==> src/rtl/syndrome_locator.sv <==
// syndrome_locator: two-stage elastic front end of the 14-bit Hamming decoder.
// Stage 1 captures the received word with its syndrome; stage 2 turns the
// syndrome into a one-hot error pattern for the downstream XOR corrector.
// Saturating counters tally delivered correctable and uncorrectable words.
// CW must be 14 and SW must be 4 for the position numbering to hold.
module syndrome_locator #(
  parameter int CW    = 14,
  parameter int SW    = 4,
  parameter int CNT_W = 16
) (
  input  logic             clk,
  input  logic             rst_n,
  input  logic             in_valid,
  output logic             in_ready,
  input  logic [CW-1:0]    in_code,
  output logic             out_valid,
  input  logic             out_ready,
  output logic [CW-1:0]    out_code,
  output logic [CW-1:0]    out_err,
  output logic [SW-1:0]    out_syn,
  output logic             out_uncorr,
  input  logic             cnt_clr,
  output logic [CNT_W-1:0] corr_cnt,
  output logic [CNT_W-1:0] uncorr_cnt
);

  // Stage 1 holding register
  logic             r_s1_valid;
  logic [CW-1:0]    r_s1_code;
  logic [SW-1:0]    r_s1_syn;

  // Stage 2 holding register, which drives the outputs directly
  logic             r_s2_valid;
  logic [CW-1:0]    r_out_code;
  logic [CW-1:0]    r_out_err;
  logic [SW-1:0]    r_out_syn;
  logic             r_out_uncorr;

  logic [CNT_W-1:0] r_corr_cnt;
  logic [CNT_W-1:0] r_uncorr_cnt;

  logic [SW-1:0]    w_syn;
  logic [CW-1:0]    w_dec_err;
  logic             w_dec_uncorr;
  logic             w_adv2;
  logic             w_in_xfer;
  logic             w_out_xfer;
  logic             w_corr_hit;

  // Syndrome: XOR of the 1-based positions of every set bit
  always_comb begin
    w_syn = '0;
    for (int k = 0; k < CW; k++) begin
      if (in_code[k]) begin
        w_syn = w_syn ^ SW'(k + 1);
      end
    end
  end

  // One-hot decode of the stage-1 syndrome; value 15 matches no bit and
  // therefore yields an all-zero pattern instead of a miscorrection
  genvar gi;
  generate
    for (gi = 0; gi < CW; gi++) begin : g_dec
      assign w_dec_err[gi] = (r_s1_syn == SW'(gi + 1));
    end
  endgenerate

  assign w_dec_uncorr = (r_s1_syn == {SW{1'b1}});

  // Handshake: in_ready depends on out_ready but never on in_valid
  assign w_adv2     = r_s1_valid && (!r_s2_valid || out_ready);
  assign in_ready   = !r_s1_valid || w_adv2;
  assign w_in_xfer  = in_valid && in_ready;
  assign w_out_xfer = r_s2_valid && out_ready;
  assign w_corr_hit = (r_out_syn != '0) && !r_out_uncorr;

  // Stage 1: load on input transfer, empty when its word moves on
  always_ff @(posedge clk or negedge rst_n) begin
    if (!rst_n) begin
      r_s1_valid <= 1'b0;
      r_s1_code  <= '0;
      r_s1_syn   <= '0;
    end else if (w_in_xfer) begin
      r_s1_valid <= 1'b1;
      r_s1_code  <= in_code;
      r_s1_syn   <= w_syn;
    end else if (w_adv2) begin
      r_s1_valid <= 1'b0;
    end
  end

  // Stage 2: take the decoded word on advance, empty on output transfer
  always_ff @(posedge clk or negedge rst_n) begin
    if (!rst_n) begin
      r_s2_valid   <= 1'b0;
      r_out_code   <= '0;
      r_out_err    <= '0;
      r_out_syn    <= '0;
      r_out_uncorr <= 1'b0;
    end else if (w_adv2) begin
      r_s2_valid   <= 1'b1;
      r_out_code   <= r_s1_code;
      r_out_err    <= w_dec_err;
      r_out_syn    <= r_s1_syn;
      r_out_uncorr <= w_dec_uncorr;
    end else if (w_out_xfer) begin
      r_s2_valid   <= 1'b0;
    end
  end

  // Saturating counters; clear wins over a same-cycle delivery
  always_ff @(posedge clk or negedge rst_n) begin
    if (!rst_n) begin
      r_corr_cnt   <= '0;
      r_uncorr_cnt <= '0;
    end else if (cnt_clr) begin
      r_corr_cnt   <= '0;
      r_uncorr_cnt <= '0;
    end else if (w_out_xfer) begin
      if (w_corr_hit && (r_corr_cnt != {CNT_W{1'b1}})) begin
        r_corr_cnt <= r_corr_cnt + 1'b1;
      end
      if (r_out_uncorr && (r_uncorr_cnt != {CNT_W{1'b1}})) begin
        r_uncorr_cnt <= r_uncorr_cnt + 1'b1;
      end
    end
  end

  assign out_valid  = r_s2_valid;
  assign out_code   = r_out_code;
  assign out_err    = r_out_err;
  assign out_syn    = r_out_syn;
  assign out_uncorr = r_out_uncorr;
  assign corr_cnt   = r_corr_cnt;
  assign uncorr_cnt = r_uncorr_cnt;

endmodule

==> config.mk <==
export PLATFORM = sky130hd
export DESIGN_NAME = syndrome_locator
export DESIGN_NICKNAME = d
export VERILOG_FILES = /design/src/rtl/syndrome_locator.sv
export SDC_FILE = /design/constraint.sdc
export NUM_CORES = 1
export LEC_CHECK = 0
export CAP_MARGIN = 20
export CORE_MARGIN = 2
export CORE_UTILIZATION = 55
export CTS_CLUSTER_SIZE = 28
export DETAILED_ROUTE_END_ITERATION = 12
export PLACE_DENSITY = 0.94
export SLEW_MARGIN = 20
export SYNTH_ARGS = -nofsm -noshare
export SYNTH_HDL_FRONTEND = slang
export SYNTH_SLANG_ARGS = --single-unit
export TNS_END_PERCENT = 100
==> constraint.sdc <==
create_clock -name clk -period 4.76 [get_ports clk]
set_clock_uncertainty 0.1 [all_clocks]
set_input_delay 0.714 -clock clk [delete_from_list [all_inputs] [get_ports clk]]
set_output_delay 0.714 -clock clk [all_outputs]
set_load 0.02 [all_outputs]
==> results of run 1 <==
==> synth_stat cells (all sizes together), types with 2 or more instances <==
cell type / n
o21ai: 6
a21oi: 5
buf: 5
clkbuf: 7
and2: 4
nand3: 10
nand4b: 2
nor2: 32
nor3: 8
o41ai: 6
ha: 2
inv: 3
mux2: 35
nand2b: 7
o31ai: 9
nor2b: 3
and3: 3
xor2: 7
and4: 4
mux2i: 3
nand2: 35
dfrtp: 85
nor4: 7
a211oi: 2
xnor2: 36
nand4: 16
==> routing by layer <==
layer  part of all wire  GRT usage  wire [um]  vias up
li1                   -          -          -     1403
met1               0.42      0.296       3530     1479
met2               0.50      0.381       4250      102
met3              0.065     0.0489        543        8
met4              0.011     0.0855         92        0
met5                  0          0          0        -
==> path summary, 6_finish.rpt <==
| check | startpoint | to | cells past startpoint |
|---|---|---|---|
| min in group clk | out_err[2]$_DFFE_PN0P_ | out_err[2]$_DFFE_PN0P_ | 2 |
| min reg2reg | out_err[2]$_DFFE_PN0P_ | out_err[2]$_DFFE_PN0P_ | 2 |
| max reg2reg | out_valid$_DFFE_PN0P_ | out_err[0]$_DFFE_PN0P_ | 4 |
| min | rst_n | corr_cnt[8]$_DFFE_PN0P_ | 1 |
| max in group asynchronous | rst_n | corr_cnt[5]$_DFFE_PN0P_ | 1 |
| max | out_ready | in_ready | 3 |
==> report_power, final <==
part / total [W] / internal (W) / leakage [nW] / switching [W]
Clock: 0.000506 / 0.000258 / 0.0995 / 0.000248
Combinational: 0.000487 / 0.000240 / 0.875 / 0.000247
Sequential: 0.000902 / 0.000821 / 1.10 / 0.0000810
==> critical path, delay by kind of cell <==
kind,cells,cell delay [ns]
AND/OR/NAND/NOR,1,0.21
buffers and inverters,2,1.19
==> through the flow <==
step           hold slack, ns  utilization  power, W  setup WS, ns  area [um^2]
2_1_floorplan           0.318            -   0.00117          2.63         3970
3_3_place_gp            0.361        0.710   0.00138          1.84         4900
3_5_place_dp            0.370        0.710   0.00140          1.73         4900
4_1_cts                 0.389        0.739   0.00191          1.84         5100
5_1_grt                 0.356        0.740   0.00199          1.73         5110
6_report                0.293        0.740   0.00189          1.82         5110
==> cell families (layout without fill, tap and decap cells) <==
| group | after synthesis | after routing | share of synthesized area |
|---|---|---|---|
| AND/OR/NAND/NOR | 138 | 138 | 0.187 |
| flip-flops | 85 | 85 | 0.535 |
| XOR/XNOR | 43 | 43 | 0.0948 |
| multiplexers | 38 | 38 | 0.107 |
| AO/OA/AOI/OAI | 29 | 29 | 0.0539 |
| buffers and inverters | 15 | 106 | 0.0161 |
| adder cells (fa/ha/maj) | 2 | 2 | 0.00630 |
==> area by class of cell <==
cell class	count	share of cell area
Multi-Input combinational cell	250	0.349
Clock buffer	11	0.0277
Clock inverter	5	0.0118
Tap cell	96	0.0235
Sequential cell	85	0.416
Inverter	3	0.00220
Timing Repair Buffer	87	0.170
==> flip-flops by register name, indices dropped and copies added (netlist names) <==
signal,count
corr_cnt,16
out_code,14
out_valid,1
r_s1_valid,1
uncorr_cnt,16
out_uncorr,1
r_s1_syn,4
out_syn,4
out_err,14
r_s1_code,14
==> results_dict.tcl, run 1 <==
set metrics [dict create \
    critical-path-max-stage-delay_ns 0.64 \
    period_needed_ns 2.94 \
    worst_skew_pair.late_latency_ns 0.34 \
    kind_of_start_point_of_the_critical_path "input port" \
    overflow_left_after_global_routing 0 \
    die_h_um 89.0 \
    placed_cells_incl_taps 521 \
    final_common_cell "dfrtp_1" \
    die_width_um 89.0 \
    setup_violations 0 \
    finalHoldViolCount 0 \
    maximum_buffer_depth_of_the_clock_tree 2 \
    wl_per_cell_um 15.7 \
    starting_density 0.575 \
    irDropWorstVdd_mv 0.245 \
    synth.distinct_cells 43 \
    n_antenna_cell 0 \
    ys.flop_type "dfrtp_1" \
    max_cap_viol_count 0 \
    num_vias 2992 \
    design.core.area_um2 6910 \
    power_leakage_nw 2.07 \
    endpoint_kind "primary output" \
    numPortBuffers 85 \
    cts_buffer_count 9 \
    crit_type "input port to primary output" \
    worst_slew_pin_tran_ns 0.902 \
    setup.reg_to_reg.worst_slack_ns 2.55 \
    footprint_of_the_flip_flops_and_latches_um2 2130 \
    flow.area_growth_from_synthesis_pct 28.6 \
    edff_count_synth 0 \
    synth.cell_area_um2 3970 \
    postSynthAreaPerCell_um2 11.4 \
    critical_path.slowest_cell "clkdlybuf4s50_1" \
    critical_path_arrival_ns 2.12 \
    async_flop_share 1.00 \
    via_count_of_the_first_global_routing_pass 3003 \
    synth_area_leaders "dfrtp_1 (54%), mux2_2 (9.4%), xnor2_1 (7.9%)" \
    ant_nets 0 \
    final_cells 537 \
    timing.max_slew.rel_slack 0.397 \
    critical_path.cell_chain "clkdlybuf4s50_1, nand3b_1, clkdlybuf4s50_1" \
    status "finished clean" \
    ys_warn_count 0 \
    max_fo_critical_path 5 \
    post-route-drc-count 0 \
    grt_start_max_net_pins 86 \
    cts.repair_timing.setup_buffer_count 0 \
    synth-seq-area-share 0.535 \
    dieArea_um2 7920 \
    final.setup.tns_ns 0 \
    setup_repair_after_global_routing_missed_its_margin "no" \
    multi_input_comb_area_um2 1780 \
    post-route-period-util 0.617 \
    cts_htree_levels 3 \
    number_of_antenna_violations_at_the_first_check_in_global_routing 0 \
    totalWireLength_um 8410 \
    netlist.area_leader.share 0.535 \
    synthDominantAreaCellType "dfrtp_1" \
    holdCritPathClass "input port to asynchronous set/reset pin" \
    nNetsFinal 457 \
    placement_rows 30 \
    detailedRoute.firstPassIterationCount 4 \
    clock.fmax_mhz 340 \
    cp_common_cell "clkdlybuf4s50_1" \
    drt_first_iter_violations 149 \
    post_cts_hold_buffer_count 0 \
    pwr_density_cell_nw_per_um2 371 \
    drive_gt1_frac 0.136 \
    gp_congestion 0.849 \
    grt_pass1_wl_um 14000 \
    cp_data_required_time_ns 3.95 \
    cts_sinks 85 \
    path_clk_slew_ns 0.08 \
    final-max-slew-violation-count 0 \
    gr-usage-all-layers 0.229 \
    cts-resized-gates 0 \
    synth_register_bits 85 \
    cts_tree "yes" \
    number_of_ports_placed_on_the_die_boundary 86 \
    fill_cells 481 \
    syn-instance-count 350 \
    drt-vias-per-instance 5.57 \
    mappedNetlistNets 371 \
    top_library_cells_by_usage_in_the_layout_fill_and_taps_aside "dfrtp_1 (85), clkdlybuf4s50_1 (84), xnor2_1 (36), nand2_1 (35), mux2_2 (33)" \
    detailed_place_hpwl_um 6110 \
    clock-root-buffer "clkbuf_8" \
]
(Power assumes the default switching activity.)
==> run 2, diff against run 1 <==
--- a/config.mk
+++ b/config.mk
@@ -7,10 +7,10 @@
 export LEC_CHECK = 0
 export CAP_MARGIN = 20
 export CORE_MARGIN = 2
-export CORE_UTILIZATION = 55
+export CORE_UTILIZATION = 51
 export CTS_CLUSTER_SIZE = 28
 export DETAILED_ROUTE_END_ITERATION = 12
-export PLACE_DENSITY = 0.94
+export PLACE_DENSITY = 0.88
 export SLEW_MARGIN = 20
 export SYNTH_ARGS = -nofsm -noshare
 export SYNTH_HDL_FRONTEND = slang
==> constraint.sdc (replaced) <==
create_clock -name clk -period 2.8 [get_ports clk]
set_clock_uncertainty 0.1 [all_clocks]
set_input_delay 0.42 -clock clk [delete_from_list [all_inputs] [get_ports clk]]
set_output_delay 0.42 -clock clk [all_outputs]
set_load 0.02 [all_outputs]
==> results_dict.tcl, run 2 (synthesis results as in run 1) <==
set metrics [dict create \
    final-max-slew-violation-count 0 \
    cts.repair_timing.setup_buffer_count 0 \
    dieArea_um2 8510 \
    finalHoldViolCount 0 \
    critical_path_arrival_ns 1.76 \
    setup_violations 0 \
    clock.fmax_mhz 438 \
    grt_pass1_wl_um 14100 \
    ant_nets 0 \
    final_cells 543 \
    final.setup.tns_ns 0 \
    preCtsSetupSlack_ns 0.414 \
    num_vias 2943 \
    cts_tree "yes" \
    cts_sinks 85 \
    cts_buffer_count 9 \
    power_leakage_nw 2.08 \
    setup.reg_to_reg.worst_slack_ns 0.67 \
    drt-vias-per-instance 5.42 \
    number_of_ports_placed_on_the_die_boundary 86 \
    cts_htree_levels 3 \
    status "finished clean" \
    gr-usage-all-layers 0.209 \
    rr_startpoint "corr_cnt[0]$_DFFE_PN0P_" \
    period_needed_ns 2.28 \
    totalWireLength_um 8190 \
    worstSetupStartpoint "out_ready" \
    placed_cells_incl_taps 529 \
    crit_end "in_ready" \
    detailed_place_hpwl_um 6000 \
    grt_start_max_net_pins 49 \
    setup_repair_after_global_routing_missed_its_margin "no" \
    pwr_density_cell_nw_per_um2 613 \
    detailedRoute.firstPassIterationCount 4 \
    timing.max_slew.rel_slack 0.563 \
    via_count_of_the_first_global_routing_pass 2904 \
    nNetsFinal 460 \
    holdCritPathClass "flip-flop to flip-flop" \
    layout.core_utilization 0.671 \
    post-route-drc-count 0 \
    setup_slack_ns 0.517 \
    reg_to_reg_critical_path_endpoint "corr_cnt[11]$_DFFE_PN0P_" \
    maximum_buffer_depth_of_the_clock_tree 2 \
    p_total_w 0.00314 \
    kind_of_start_point_of_the_critical_path "input port" \
    top_library_cells_by_usage_in_the_layout_fill_and_taps_aside "dfrtp_1 (85), clkdlybuf4s50_1 (84), xnor2_1 (36), nand2_1 (35), mux2_2 (33)" \
    worst-r2r-cell-count 6 \
    worst_skew_pair.late_latency_ns 0.34 \
    cts-resized-gates 0 \
    flow.area_growth_from_synthesis_pct 29.1 \
    wl_per_cell_um 15.1 \
    die_h_um 92.3 \
    path_clk_slew_ns 0.08 \
    die_width_um 92.3 \
    final_common_cell "dfrtp_1" \
    endpoint_kind "primary output" \
    clock-root-buffer "clkbuf_8" \
    drt_first_iter_violations 114 \
    post_cts_hold_buffer_count 1 \
    starting_density 0.519 \
    post-route-period-util 0.815 \
    drive_gt1_frac 0.134 \
    crit_type "input port to primary output" \
    design.core.area_um2 7650 \
    numPortBuffers 85 \
    max_fo_critical_path 5 \
    cp_data_required_time_ns 2.28 \
    irDropWorstVdd_mv 0.505 \
    placement_rows 32 \
    max_cap_viol_count 0 \
    number_of_antenna_violations_at_the_first_check_in_global_routing 0 \
    overflow_left_after_global_routing 0 \
    worst_slew_pin_tran_ns 0.653 \
    gp_congestion 0.827 \
    n_antenna_cell 0 \
]
-- run 2: report_power, final --
part	internal (W)	switching, W	leakage (nW)	total (W)
sequential	0.00140	0.000132	1.10	0.00153
clock	0.000395	0.000391	0.0878	0.000786
combinational	0.000416	0.000413	0.897	0.000830
-- run 2: routing by layer --
layer	routed length, um	part of all wire	global-route usage	up-vias
li1	-	-	-	1411
met1	3460	0.42	0.270	1438
met2	4250	0.52	0.346	84
met3	392	0.048	0.0559	10
met4	89	0.011	0.0634	0
met5	0	0	0	-
-- run 2: worst min-delay path by stage --
| stage | from | endpoint | slack [ns] | depth (start not counted) |
|---|---|---|---|---|
| 2_1_floorplan | rst_n | corr_cnt[0]$_DFFE_PN0P_ | 0.02 | 0 |
| 3_3_place_gp | rst_n | corr_cnt[3]$_DFFE_PN0P_ | 0.33 | 1 |
| 3_5_place_dp | rst_n | corr_cnt[3]$_DFFE_PN0P_ | 0.34 | 1 |
| 4_1_cts | out_err[5]$_DFFE_PN0P_ | out_err[5]$_DFFE_PN0P_ | 0.38 | 2 |
| 5_1_grt | out_err[5]$_DFFE_PN0P_ | out_err[5]$_DFFE_PN0P_ | 0.41 | 2 |
| 6_report | out_err[5]$_DFFE_PN0P_ | out_err[5]$_DFFE_PN0P_ | 0.38 | 2 |
-- run 2: layout make-up --
| cell class | count | area [um^2] |
|---|---|---|
| fillers | 588 | 2520 |
| repair buffers | 90 | 913 |
| clock buffers | 10 | 128 |
| multi-input cells | 250 | 1780 |
| inverters | 3 | 11.3 |
| well taps | 102 | 128 |
| clock inverters | 3 | 40.0 |
| flip-flops and latches | 85 | 2130 |
-- run 2: per-stage QoR --
step,area [um^2],hold WS [ns]
after CTS,5130,0.384
after global placement,4950,0.326
after floorplan,3970,0.0244
after global routing,5130,0.413
final,5130,0.381
after detailed placement,4950,0.339
-- run 2: worst max-delay path, stage by stage --
cell	delay, ns
clkdlybuf4s50_1	0.53
nand3b_1	0.17
clkdlybuf4s50_1	0.64
